File: src/rtl/mm_job_arbiter_if.sv
// mm_job_arbiter_if: one AXI-Stream link (valid/ready/data/last plus a one-bit owner id).
interface mm_job_arbiter_if #(parameter int W = 32);
    logic         tvalid;
    logic         tready;
    logic [W-1:0] tdata;
    logic         tlast;
    logic         tid;
    modport master (output tvalid, tdata, tlast, tid, input tready);
    modport slave (input tvalid, tdata, tlast, output tready);
endinterface

File: src/rtl/mm_job_arbiter.sv
// mm_job_arbiter: round-robin sharing of one matrix-multiply engine between two requesters.
module mm_job_arbiter #(
    parameter int C_AXIS_TDATA_WIDTH = 32,
    parameter int N = 8
) (
    input  logic                   axis_aclk,
    input  logic                   axis_areset,
    mm_job_arbiter_if.slave        s0_axis,
    mm_job_arbiter_if.slave        s1_axis,
    mm_job_arbiter_if.master       m0_axis,
    mm_job_arbiter_if.slave        s2_axis,
    mm_job_arbiter_if.master       m1_axis,
    output logic [1:0]             state_debug,
    output logic                   err
);
    typedef enum logic [1:0] {IDLE = 2'd0, FWD = 2'd1, RET = 2'd2, BAD = 2'd3} state_t;
    localparam int CW = $clog2(2 * N * N);
    localparam logic [CW-1:0] JOB_LAST = CW'(2 * N * N - 1);
    localparam logic [CW-1:0] RES_LAST = CW'(N * N - 1);
    state_t state, state_nx;
    logic grant, last_grant, pick, any_req;
    logic [CW-1:0] cnt;
    logic fwd, ret, g_valid, g_last, fire_f, fire_r, job_end, res_end;
    logic [C_AXIS_TDATA_WIDTH-1:0] g_data;
    assign fwd = state == FWD;
    assign ret = state == RET;
    assign any_req = s0_axis.tvalid | s1_axis.tvalid;
    assign pick = (s0_axis.tvalid & s1_axis.tvalid) ? ~last_grant : s1_axis.tvalid;
    assign g_valid = grant ? s1_axis.tvalid : s0_axis.tvalid;
    assign g_last = grant ? s1_axis.tlast : s0_axis.tlast;
    assign g_data = grant ? s1_axis.tdata : s0_axis.tdata;
    assign m0_axis.tvalid = fwd & g_valid;
    assign m0_axis.tdata = g_data;
    assign m0_axis.tlast = fwd & (cnt == JOB_LAST);
    assign m0_axis.tid = 1'b0;
    assign s0_axis.tready = fwd & ~grant & m0_axis.tready;
    assign s1_axis.tready = fwd & grant & m0_axis.tready;
    assign s2_axis.tready = ret & m1_axis.tready;
    assign m1_axis.tvalid = ret & s2_axis.tvalid;
    assign m1_axis.tdata = s2_axis.tdata;
    assign m1_axis.tlast = ret & (cnt == RES_LAST);
    assign m1_axis.tid = ret & grant;
    assign fire_f = m0_axis.tvalid & m0_axis.tready;
    assign fire_r = m1_axis.tvalid & m1_axis.tready;
    assign job_end = fire_f & (cnt == JOB_LAST);
    assign res_end = fire_r & (cnt == RES_LAST);
    assign state_debug = state;
    // next state: a job is granted, forwarded in full, then its results returned
    always_comb begin
        state_nx = IDLE;
        case (state)
            IDLE: state_nx = any_req ? FWD : IDLE;
            FWD: state_nx = job_end ? RET : FWD;
            RET: state_nx = res_end ? IDLE : RET;
            default: state_nx = IDLE;
        endcase
    end
    // state register
    always_ff @(posedge axis_aclk) begin
        if (axis_areset) state <= IDLE;
        else state <= state_nx;
    end
    // grant, beat counter shared by both phases, round-robin history and sticky framing error
    always_ff @(posedge axis_aclk) begin
        if (axis_areset) begin
            cnt <= '0;
            grant <= 1'b0;
            last_grant <= 1'b1;
            err <= 1'b0;
        end else begin
            if (state == IDLE && any_req) grant <= pick;
            if (fire_f | fire_r) cnt <= (job_end | res_end) ? '0 : cnt + CW'(1);
            if (fire_f && (g_last != (cnt == JOB_LAST))) err <= 1'b1;
            if (res_end) last_grant <= grant;
        end
    end
endmodule

File: src/flat_wrapper.sv
// flat-port wrapper written by rule: the top's interface ports become plain ports
module mm_job_arbiter_flat 
#(
    parameter int C_AXIS_TDATA_WIDTH = 32,
    parameter int N = 8
)
  (axis_aclk, axis_areset, state_debug, err, s0_axis_tvalid, s0_axis_tdata, s0_axis_tlast, s0_axis_tready, s1_axis_tvalid, s1_axis_tdata, s1_axis_tlast, s1_axis_tready, m0_axis_tvalid, m0_axis_tdata, m0_axis_tlast, m0_axis_tid, m0_axis_tready, s2_axis_tvalid, s2_axis_tdata, s2_axis_tlast, s2_axis_tready, m1_axis_tvalid, m1_axis_tdata, m1_axis_tlast, m1_axis_tid, m1_axis_tready);
  mm_job_arbiter_if #(.W((32))) s0_axis_i ();
  mm_job_arbiter_if #(.W((32))) s1_axis_i ();
  mm_job_arbiter_if #(.W((32))) m0_axis_i ();
  mm_job_arbiter_if #(.W((32))) s2_axis_i ();
  mm_job_arbiter_if #(.W((32))) m1_axis_i ();
  input  logic axis_aclk;
  input  logic axis_areset;
  output logic [1:0] state_debug;
  output logic err;
  input wire logic [$bits(s0_axis_i.tvalid)-1:0] s0_axis_tvalid;
  input wire logic [$bits(s0_axis_i.tdata)-1:0] s0_axis_tdata;
  input wire logic [$bits(s0_axis_i.tlast)-1:0] s0_axis_tlast;
  output wire logic [$bits(s0_axis_i.tready)-1:0] s0_axis_tready;
  input wire logic [$bits(s1_axis_i.tvalid)-1:0] s1_axis_tvalid;
  input wire logic [$bits(s1_axis_i.tdata)-1:0] s1_axis_tdata;
  input wire logic [$bits(s1_axis_i.tlast)-1:0] s1_axis_tlast;
  output wire logic [$bits(s1_axis_i.tready)-1:0] s1_axis_tready;
  output wire logic [$bits(m0_axis_i.tvalid)-1:0] m0_axis_tvalid;
  output wire logic [$bits(m0_axis_i.tdata)-1:0] m0_axis_tdata;
  output wire logic [$bits(m0_axis_i.tlast)-1:0] m0_axis_tlast;
  output wire logic [$bits(m0_axis_i.tid)-1:0] m0_axis_tid;
  input wire logic [$bits(m0_axis_i.tready)-1:0] m0_axis_tready;
  input wire logic [$bits(s2_axis_i.tvalid)-1:0] s2_axis_tvalid;
  input wire logic [$bits(s2_axis_i.tdata)-1:0] s2_axis_tdata;
  input wire logic [$bits(s2_axis_i.tlast)-1:0] s2_axis_tlast;
  output wire logic [$bits(s2_axis_i.tready)-1:0] s2_axis_tready;
  output wire logic [$bits(m1_axis_i.tvalid)-1:0] m1_axis_tvalid;
  output wire logic [$bits(m1_axis_i.tdata)-1:0] m1_axis_tdata;
  output wire logic [$bits(m1_axis_i.tlast)-1:0] m1_axis_tlast;
  output wire logic [$bits(m1_axis_i.tid)-1:0] m1_axis_tid;
  input wire logic [$bits(m1_axis_i.tready)-1:0] m1_axis_tready;
  assign s0_axis_i.tvalid = s0_axis_tvalid;
  assign s0_axis_i.tdata = s0_axis_tdata;
  assign s0_axis_i.tlast = s0_axis_tlast;
  assign s0_axis_tready = s0_axis_i.tready;
  assign s1_axis_i.tvalid = s1_axis_tvalid;
  assign s1_axis_i.tdata = s1_axis_tdata;
  assign s1_axis_i.tlast = s1_axis_tlast;
  assign s1_axis_tready = s1_axis_i.tready;
  assign m0_axis_tvalid = m0_axis_i.tvalid;
  assign m0_axis_tdata = m0_axis_i.tdata;
  assign m0_axis_tlast = m0_axis_i.tlast;
  assign m0_axis_tid = m0_axis_i.tid;
  assign m0_axis_i.tready = m0_axis_tready;
  assign s2_axis_i.tvalid = s2_axis_tvalid;
  assign s2_axis_i.tdata = s2_axis_tdata;
  assign s2_axis_i.tlast = s2_axis_tlast;
  assign s2_axis_tready = s2_axis_i.tready;
  assign m1_axis_tvalid = m1_axis_i.tvalid;
  assign m1_axis_tdata = m1_axis_i.tdata;
  assign m1_axis_tlast = m1_axis_i.tlast;
  assign m1_axis_tid = m1_axis_i.tid;
  assign m1_axis_i.tready = m1_axis_tready;
  mm_job_arbiter #(.C_AXIS_TDATA_WIDTH(C_AXIS_TDATA_WIDTH), .N(N)) u_core (.axis_aclk(axis_aclk), .axis_areset(axis_areset), .s0_axis(s0_axis_i), .s1_axis(s1_axis_i), .m0_axis(m0_axis_i), .s2_axis(s2_axis_i), .m1_axis(m1_axis_i), .state_debug(state_debug), .err(err));
endmodule
File: config.mk
export PLATFORM = sky130hd
export DESIGN_NAME = mm_job_arbiter_flat
export DESIGN_NICKNAME = d
export VERILOG_FILES = /design/src/rtl/mm_job_arbiter_if.sv /design/src/rtl/mm_job_arbiter.sv /design/src/flat_wrapper.sv
export SDC_FILE = /design/constraint.sdc
export NUM_CORES = 1
export LEC_CHECK = 0
export ABC_AREA = 0
export CAP_MARGIN = 20
export CORE_MARGIN = 3
export CORE_UTILIZATION = 26
export DETAILED_ROUTE_END_ITERATION = 12
export GPL_TIMING_DRIVEN = 0
export PLACE_DENSITY = 0.95
export SYNTH_ARGS = -nofsm -noshare
export SYNTH_HDL_FRONTEND = slang
export SYNTH_SLANG_ARGS = --single-unit
File: constraint.sdc
create_clock -name axis_aclk -period 3.29 [get_ports axis_aclk]
set_clock_uncertainty 0.15 [all_clocks]
set_input_delay 0.658 -clock axis_aclk [delete_from_list [all_inputs] [get_ports axis_aclk]]
set_output_delay 0.658 -clock axis_aclk [all_outputs]
set_load 0.03 [all_outputs]
==> results of run 1 <==
-- power groups by stage --
| stage | registers, mW | logic [mW] | clock network, mW |
|---|---|---|---|
| 3_5_place_dp | 0.155 | 0.410 | 0 |
| 3_3_place_gp | 0.155 | 0.403 | 0 |
| 2_1_floorplan | 0.157 | 0.202 | 0 |
| 4_1_cts | 0.152 | 0.412 | 0.166 |
| 6_report | 0.152 | 0.408 | 0.164 |
| 5_1_grt | 0.152 | 0.428 | 0.170 |
-- final cells by class --
class | count | area, µm² | share of cell area, %
Inverter | 4 | 15.0 | 0.520
Multi-Input combinational cell | 96 | 754 | 26.1
Clock buffer | 4 | 55.1 | 1.91
Timing Repair Buffer | 147 | 1470 | 50.9
Sequential cell | 12 | 240 | 8.32
Tap cell | 65 | 81.3 | 2.82
Buffer | 38 | 272 | 9.40
-- layer usage --
| metal | vias up | GRT usage (%) | share of wire (%) |
|---|---|---|---|
| met3 | 9 | 5.32 | 8.9 |
| li1 | 803 | - | - |
| met4 | 0 | 5.25 | 1.7 |
| met2 | 116 | 39.6 | 55 |
| met5 | - | 0 | 0 |
| met1 | 779 | 18.2 | 34 |
-- cells by family (layout without fill, tap and decap cells) --
family / count (synthesis) / after routing
flops: 12 / 12
buf+inv: 42 / 193
simple gates: 40 / 40
compound gates: 19 / 19
other cells: 1 / 1
fa+ha+maj: 1 / 1
mux: 35 / 35
-- cells in the mapped netlist, drive strengths merged (2+ instances only) --
master / n / area share, %
and2: 3 / 1.5
or4: 2 / 1.2
inv: 4 / 1.2
nor3: 2 / 0.78
a21oi: 5 / 2.0
buf: 38 / 21
dfxtp: 12 / 19
nand3: 5 / 2.0
o31ai: 3 / 1.8
nor2: 7 / 2.1
nand2b: 3 / 1.5
nand3b: 3 / 1.8
o21ai: 4 / 1.6
or3: 4 / 2.0
mux2: 32 / 28
mux2i: 3 / 2.3
nand2: 6 / 1.8
-- worst min-delay path, stage by stage (launching register included) --
cell and delay, ns:
sky130_fd_sc_hd__dfxtp_1 0.31, sky130_fd_sc_hd__inv_1 0.05, sky130_fd_sc_hd__a31oi_1 0.06
-- sequential cells by signal, indices dropped and copies added, names as in the netlist --
name,count
u_core.state_debug,2
u_core.cnt,7
u_core.last_grant,1
u_core.err,1
u_core.grant,1
-- worst max-delay path by stage --
stage | startpoint | end | cells past startpoint
CTS | u_core.grant | m0_axis_tdata[23] | 4
detailed placement | s0_axis_tvalid | m0_axis_tvalid | 4
global placement | m0_axis_tready | s1_axis_tready | 4
finish | u_core.grant | m0_axis_tdata[23] | 4
global route | u_core.grant | m0_axis_tdata[23] | 4
floorplan | u_core.cnt[0] | m1_axis_tlast | 4
-- per-stage QoR --
step | total power, mW | std cells | instance area [µm²] | worst slack, ns
after floorplan | 0.359 | 150 | 1280 | 0.801
after global placement | 0.558 | 362 | 2830 | 0.352
after detailed placement | 0.565 | 362 | 2830 | 0.293
after CTS | 0.729 | 366 | 2890 | 0.136
after global routing | 0.750 | 366 | 2890 | 0.0615
final | 0.724 | 366 | 2890 | 0.183
==> impl_metrics.sql, run 1 <==
INSERT INTO impl_metrics (metric_group, metric, value, unit) VALUES
('sta', 'fmax', '0.322', 'GHz'),
('cts', 'clock_sink_count', '12', ''),
('logic_synthesis', 'ys_ff_latch', '12', ''),
('worst_hold_path', 'hp-start', 'u_core.err', ''),
('sta', 'totalNegativeSetupSlack', '0', 'ns'),
('power_and_ir_drop', 'relative_contribution_of_sequential_cells_to_total_power', '21.0', '%'),
('power_and_ir_drop', 'p_clk_share', '22.7', '%'),
('logic_synthesis', 'syn_area', '1280', 'µm²'),
('grt', 'grt_overflow', '0', ''),
('logic_synthesis', 'synth-main-ff-cell', 'sky130_fd_sc_hd__dfxtp_1', ''),
('grt', 'grt_first_pass_wirelength', '9070', 'µm'),
('worst_setup_path', 'reg2reg_to', 'u_core.cnt[1]', ''),
('die', 'standard_cell_rows', '24', ''),
('grt', 'antenna_found_initial', '0', ''),
('finish', 'layout.filler_cells', '390', ''),
('sta', 'setup_repair_after_global_routing_missed_its_margin', 'no', ''),
('sta', 'finalMaxSlewViolations', '0', ''),
('worst_setup_path', 'critPathBufInv', '3', ''),
('logic_synthesis', 'synth_fa_ha_area_share', '0.977', '%'),
('logic_synthesis', 'synth_top_family_by_area', 'multiplexers', ''),
('cts', 'cts_tree', 'yes', ''),
('worst_hold_path', 'hold-path-cell-count', '2', ''),
('worst_setup_path', 'critPathCaptureType', 'output pin', ''),
('finish', 'area.growth.synth_to_final', '125', '%'),
('die', 'core-area', '4560', 'µm²'),
('finish', 'layout.cells.most_common', 'sky130_fd_sc_hd__clkdlybuf4s50_1', ''),
('worst_setup_path', 'critical-path-slowest-cell', 'sky130_fd_sc_hd__clkdlybuf4s50_1', ''),
('worst_setup_path', 'launch_instance_of_the_worst_register_to_register_path', 'u_core.cnt[0]', ''),
('finish', 'utilization', '63.3', '%'),
('finish', 'nets', '409', ''),
('power_and_ir_drop', 'p_sw', '247', 'µW'),
('power_and_ir_drop', 'p_sw_share', '34.1', '%'),
('placed_design', 'gp_congestion', '0.825', ''),
('cts', 'cts.root.buffer_cell', 'sky130_fd_sc_hd__clkbuf_8', ''),
('logic_synthesis', 'syn-instance-count', '150', ''),
('detailed_routing', 'routed_wire_length_per_instance', '15.9', 'µm'),
('power_and_ir_drop', 'pwr_density_cell', '251', 'nW/µm²'),
('cts', 'clk_pin_slew', '0.05', 'ns'),
('worst_setup_path', 'critical_path.max_fanout', '10', ''),
('power_and_ir_drop', 'total_leakage_power', '1.09', 'nW'),
('die', 'dieWidth', '76.2', 'µm'),
('detailed_routing', 'detailedRoute.firstPassIterationCount', '4', ''),
('worst_hold_path', 'min_path_type', 'flop to flop', ''),
('detailed_routing', 'detailroute.via_count', '1707', ''),
('grt', 'first_global_vias', '1828', ''),
('run_status', 'status', 'finished, final reports clean', ''),
('grt', 'grt_max_degree', '11', ''),
('cts', 'cts_max_level', '1', ''),
('logic_synthesis', 'synth_async_sr_flop_share', '0', '%'),
('placed_design', 'hpwlAfterDp', '5050', 'µm'),
('sta', 'setup-violations-final', '0', ''),
('detailed_routing', 'wl', '5830', 'µm'),
('detailed_routing', 'vias_per_cell', '4.66', ''),
('logic_synthesis', 'xor_xnor_portion_of_the_synthesized_cell_area', '0', '%'),
('finish', 'antennaDiodeCount', '0', ''),
('logic_synthesis', 'ys_warn_count', '0', ''),
('sta', 'finalHoldWorstSlack', '0.333', 'ns'),
('finish', 'layout.cells.most_common_list', 'sky130_fd_sc_hd__clkdlybuf4s50_1 (147), sky130_fd_sc_hd__buf_4 (33), sky130_fd_sc_hd__mux2_2 (32), sky130_fd_sc_hd__dfxtp_1 (12), sky130_fd_sc_hd__nor2_1 (7)', ''),
('logic_synthesis', 'synth.mux.area_fraction', '30.5', '%'),
('worst_setup_path', 'path_delay_family', 'buffers and inverters', ''),
('worst_hold_path', 'worst_hold_end', 'u_core.err', ''),
('logic_synthesis', 'synthesis.nets', '257', ''),
('sta', 'period_share', '94.4', '%'),
('finish', 'post_route_cells_drive_above_1_share', '24.9', '%'),
('cts', 'cts_hold_buffers', '0', ''),
('die', 'dieArea', '5810', 'µm²'),
('logic_synthesis', 'seq_area_frac_synth', '18.8', '%'),
('detailed_routing', 'initial_drc_count', '84', ''),
('placed_design', 'numPortBuffers', '147', ''),
('worst_setup_path', 'required', '2.48', 'ns'),
('sta', 'timing.final.crit_period', '3.11', 'ns');
Note: power is estimated with default switching activity, not from simulation.
==> run 2, diff against run 1 <==
CORE_UTILIZATION = 27   (was 26)
CTS_BUF_LIST = sky130_fd_sc_hd__clkbuf_2   (was default)
REMOVE_ABC_BUFFERS = 1   (was default)
==> impl_metrics.sql, run 2 (synthesis gave the netlist of run 1 again) <==
INSERT INTO impl_metrics (metric_group, metric, value, unit) VALUES
('power_and_ir_drop', 'total_leakage_power', '0.768', 'nW'),
('sta', 'fmax', '0.327', 'GHz'),
('detailed_routing', 'met1_length', '2120', 'µm'),
('die', 'starting_density_of_the_core', '28.6', '%'),
('worst_setup_path', 'critical_path.max_fanout', '5', ''),
('sta', 'setup_repair_after_global_routing_missed_its_margin', 'no', ''),
('power_and_ir_drop', 'pwr_density_cell', '231', 'nW/µm²'),
('die', 'core-area', '4470', 'µm²'),
('sta', 'timing.final.crit_period', '3.06', 'ns'),
('grt', 'grt_max_degree', '40', ''),
('sta', 'finalMaxSlewViolations', '0', ''),
('placed_design', 'placed_cell_area', '2230', 'µm²'),
('flow_run', 'cap_violations', '0', ''),
('finish', 'nets', '339', ''),
('sta', 'setup-violations-final', '0', ''),
('finish', 'area.growth.synth_to_final', '75.5', '%'),
('finish', 'largest_register_ffs', '7', ''),
('detailed_routing', 'wl', '5720', 'µm'),
('cts', 'post-cts-setup-buffer-count', '0', ''),
('detailed_routing', 'routed_wire_length_per_instance', '20.2', 'µm'),
('placed_design', 'numPortBuffers', '115', ''),
('placed_design', 'post-place-ws', '0.266', 'ns'),
('finish', 'layout.cells.most_common', 'sky130_fd_sc_hd__clkdlybuf4s50_1', ''),
('worst_setup_path', 'required', '2.48', 'ns'),
('cts', 'cts_tree', 'yes', ''),
('die', 'dieWidth', '74.9', 'µm'),
('detailed_routing', 'detailroute.wirelength.met2', '2670', 'µm'),
('detailed_routing', 'detailroute.via_count', '1424', ''),
('power_and_ir_drop', 'worst_ir_drop_vdd', '0.000101', 'V'),
('run_status', 'status', 'finished, final reports clean', ''),
('grt', 'antenna_found_initial', '0', ''),
('die', 'fp.dieH', '74.9', 'µm'),
('detailed_routing', 'drcViolationCount', '0', ''),
('grt', 'grt_first_pass_wirelength', '7530', 'µm'),
('cts', 'cts_max_level', '1', ''),
('detailed_routing', 'highest_layer', 'met4', ''),
('detailed_routing', 'dr_wl_met3', '899', 'µm'),
('finish', 'antennaDiodeCount', '0', ''),
('placed_design', 'gp_congestion', '0.796', ''),
('sta', 'setup_slack', '0.231', 'ns'),
('sta', 'totalNegativeSetupSlack', '0', 'ns'),
('power_and_ir_drop', 'design_power_total', '520', 'µW'),
('worst_setup_path', 'critical-path-slowest-cell', 'sky130_fd_sc_hd__clkdlybuf4s50_1', ''),
('worst_setup_path', 'startpoint_type', 'flop', ''),
('finish', 'max_flop_register', 'u_core.cnt', ''),
('cts', 'clk_pin_slew', '0.12', 'ns'),
('die', 'io_pins', '182', ''),
('grt', 'grt_overflow', '0', ''),
('placed_design', 'hpwlAfterDp', '4700', 'µm'),
('sta', 'period_share', '93.0', '%'),
('finish', 'post_route_cells_drive_above_1_share', '16.5', '%'),
('cts', 'clock_sink_count', '12', ''),
('worst_setup_path', 'crit_type', 'flop to output pin', ''),
('cts', 'cts.root.buffer_cell', 'sky130_fd_sc_hd__clkbuf_2', ''),
('detailed_routing', 'initial_drc_count', '52', ''),
('worst_hold_path', 'min_path_type', 'flop to flop', ''),
('grt', 'first_global_vias', '1314', ''),
('cts', 'clk_buf_depth', '2', ''),
('detailed_routing', 'drt.antenna.violating_nets', '0', ''),
('die', 'standard_cell_rows', '24', ''),
('worst_setup_path', 'worstPathCellList', 'ha_1 -> nand2_1 -> or2_2 -> nor3b_1 -> clkdlybuf4s50_1', ''),
('cts', 'cts_made_buffers', '3', ''),
('worst_setup_path', 'critPathCaptureType', 'output pin', ''),
('cts', 'insertion_delay', '0.28', 'ns'),
('detailed_routing', 'detailedRoute.firstPassIterationCount', '4', ''),
('finish', 'postLayoutCellArea', '2250', 'µm²'),
('sta', 'timing_hold_violations_final', '0', ''),
('finish', 'layout.cells.most_common_list', 'sky130_fd_sc_hd__clkdlybuf4s50_1 (115), sky130_fd_sc_hd__mux2_2 (32), sky130_fd_sc_hd__dfxtp_1 (11), sky130_fd_sc_hd__nor2_1 (7), sky130_fd_sc_hd__nand2_1 (6)', ''),
('detailed_routing', 'vias_per_cell', '5.03', ''),
('worst_setup_path', 'crit_arrival', '2.25', 'ns'),
('grt', 'grt_util_all_layers', '18.4', '%'),
('worst_setup_path', 'critical-path-max-stage-delay', '0.71', 'ns'),
('die', 'dieArea', '5610', 'µm²');
run 2: cell count changes in the layout (fill, tap and decap cells not counted), sizes merged:
cell	delta
clkbuf	-1
buf	-38
clkdlybuf4s50	-32
clkinv	+1
run 2: metal layers:
metal	track usage (%)	vias up
li1	-	660
met1	21.3	664
met2	26.0	96
met3	14.2	4
met4	3.95	0
met5	8.33	-
run 2: path summary, 6_finish.rpt:
kind / startpoint / to / slack [ns] / cells after the start
worst min register to register: u_core.err / u_core.err / 0.33 / 2
worst min-delay path: u_core.err / u_core.err / 0.33 / 2
worst max register to register: u_core.grant / u_core.cnt[5] / 1.14 / 4
worst max-delay path: u_core.cnt[0] / m1_axis_tlast / 0.23 / 5
run 2: per-stage QoR:
stage,std cells,hold WS [ns],utilization (%)
after floorplan,112,0.295,-
after global placement,279,0.303,49.7
after detailed placement,279,0.312,49.8
after CTS,283,0.330,50.2
after global routing,283,0.388,50.3
final,283,0.327,50.3
run 2: critical path, delay by kind of cell, from the launching register on:
kind          cells  cell delay (ns)
flops             1             0.42
fa+ha+maj         1             0.24
simple gates      3             0.61
buf+inv           1             0.71
run 2: where the power goes:
| group | total, mW | switching [mW] | internal, mW |
|---|---|---|---|
| logic | 0.281 | 0.118 | 0.163 |
| clock network | 0.0799 | 0.0536 | 0.0264 |
| registers | 0.159 | 0.0114 | 0.148 |
run 2: area by class of cell:
cell class	instances	area [µm²]
inverters	4	15.0
clock buffers	3	15.0
flip-flops and latches	12	244
multi-input cells	96	754
well taps	52	65.1
fillers	422	2230
repair buffers	115	1150
clock inverters	1	3.75
run 2: repair_timing:
action,CTS,global route
setup endpoints to repair,0,1
gates resized for setup,0,1
hold buffers,0,0
hold endpoints to repair,0,0
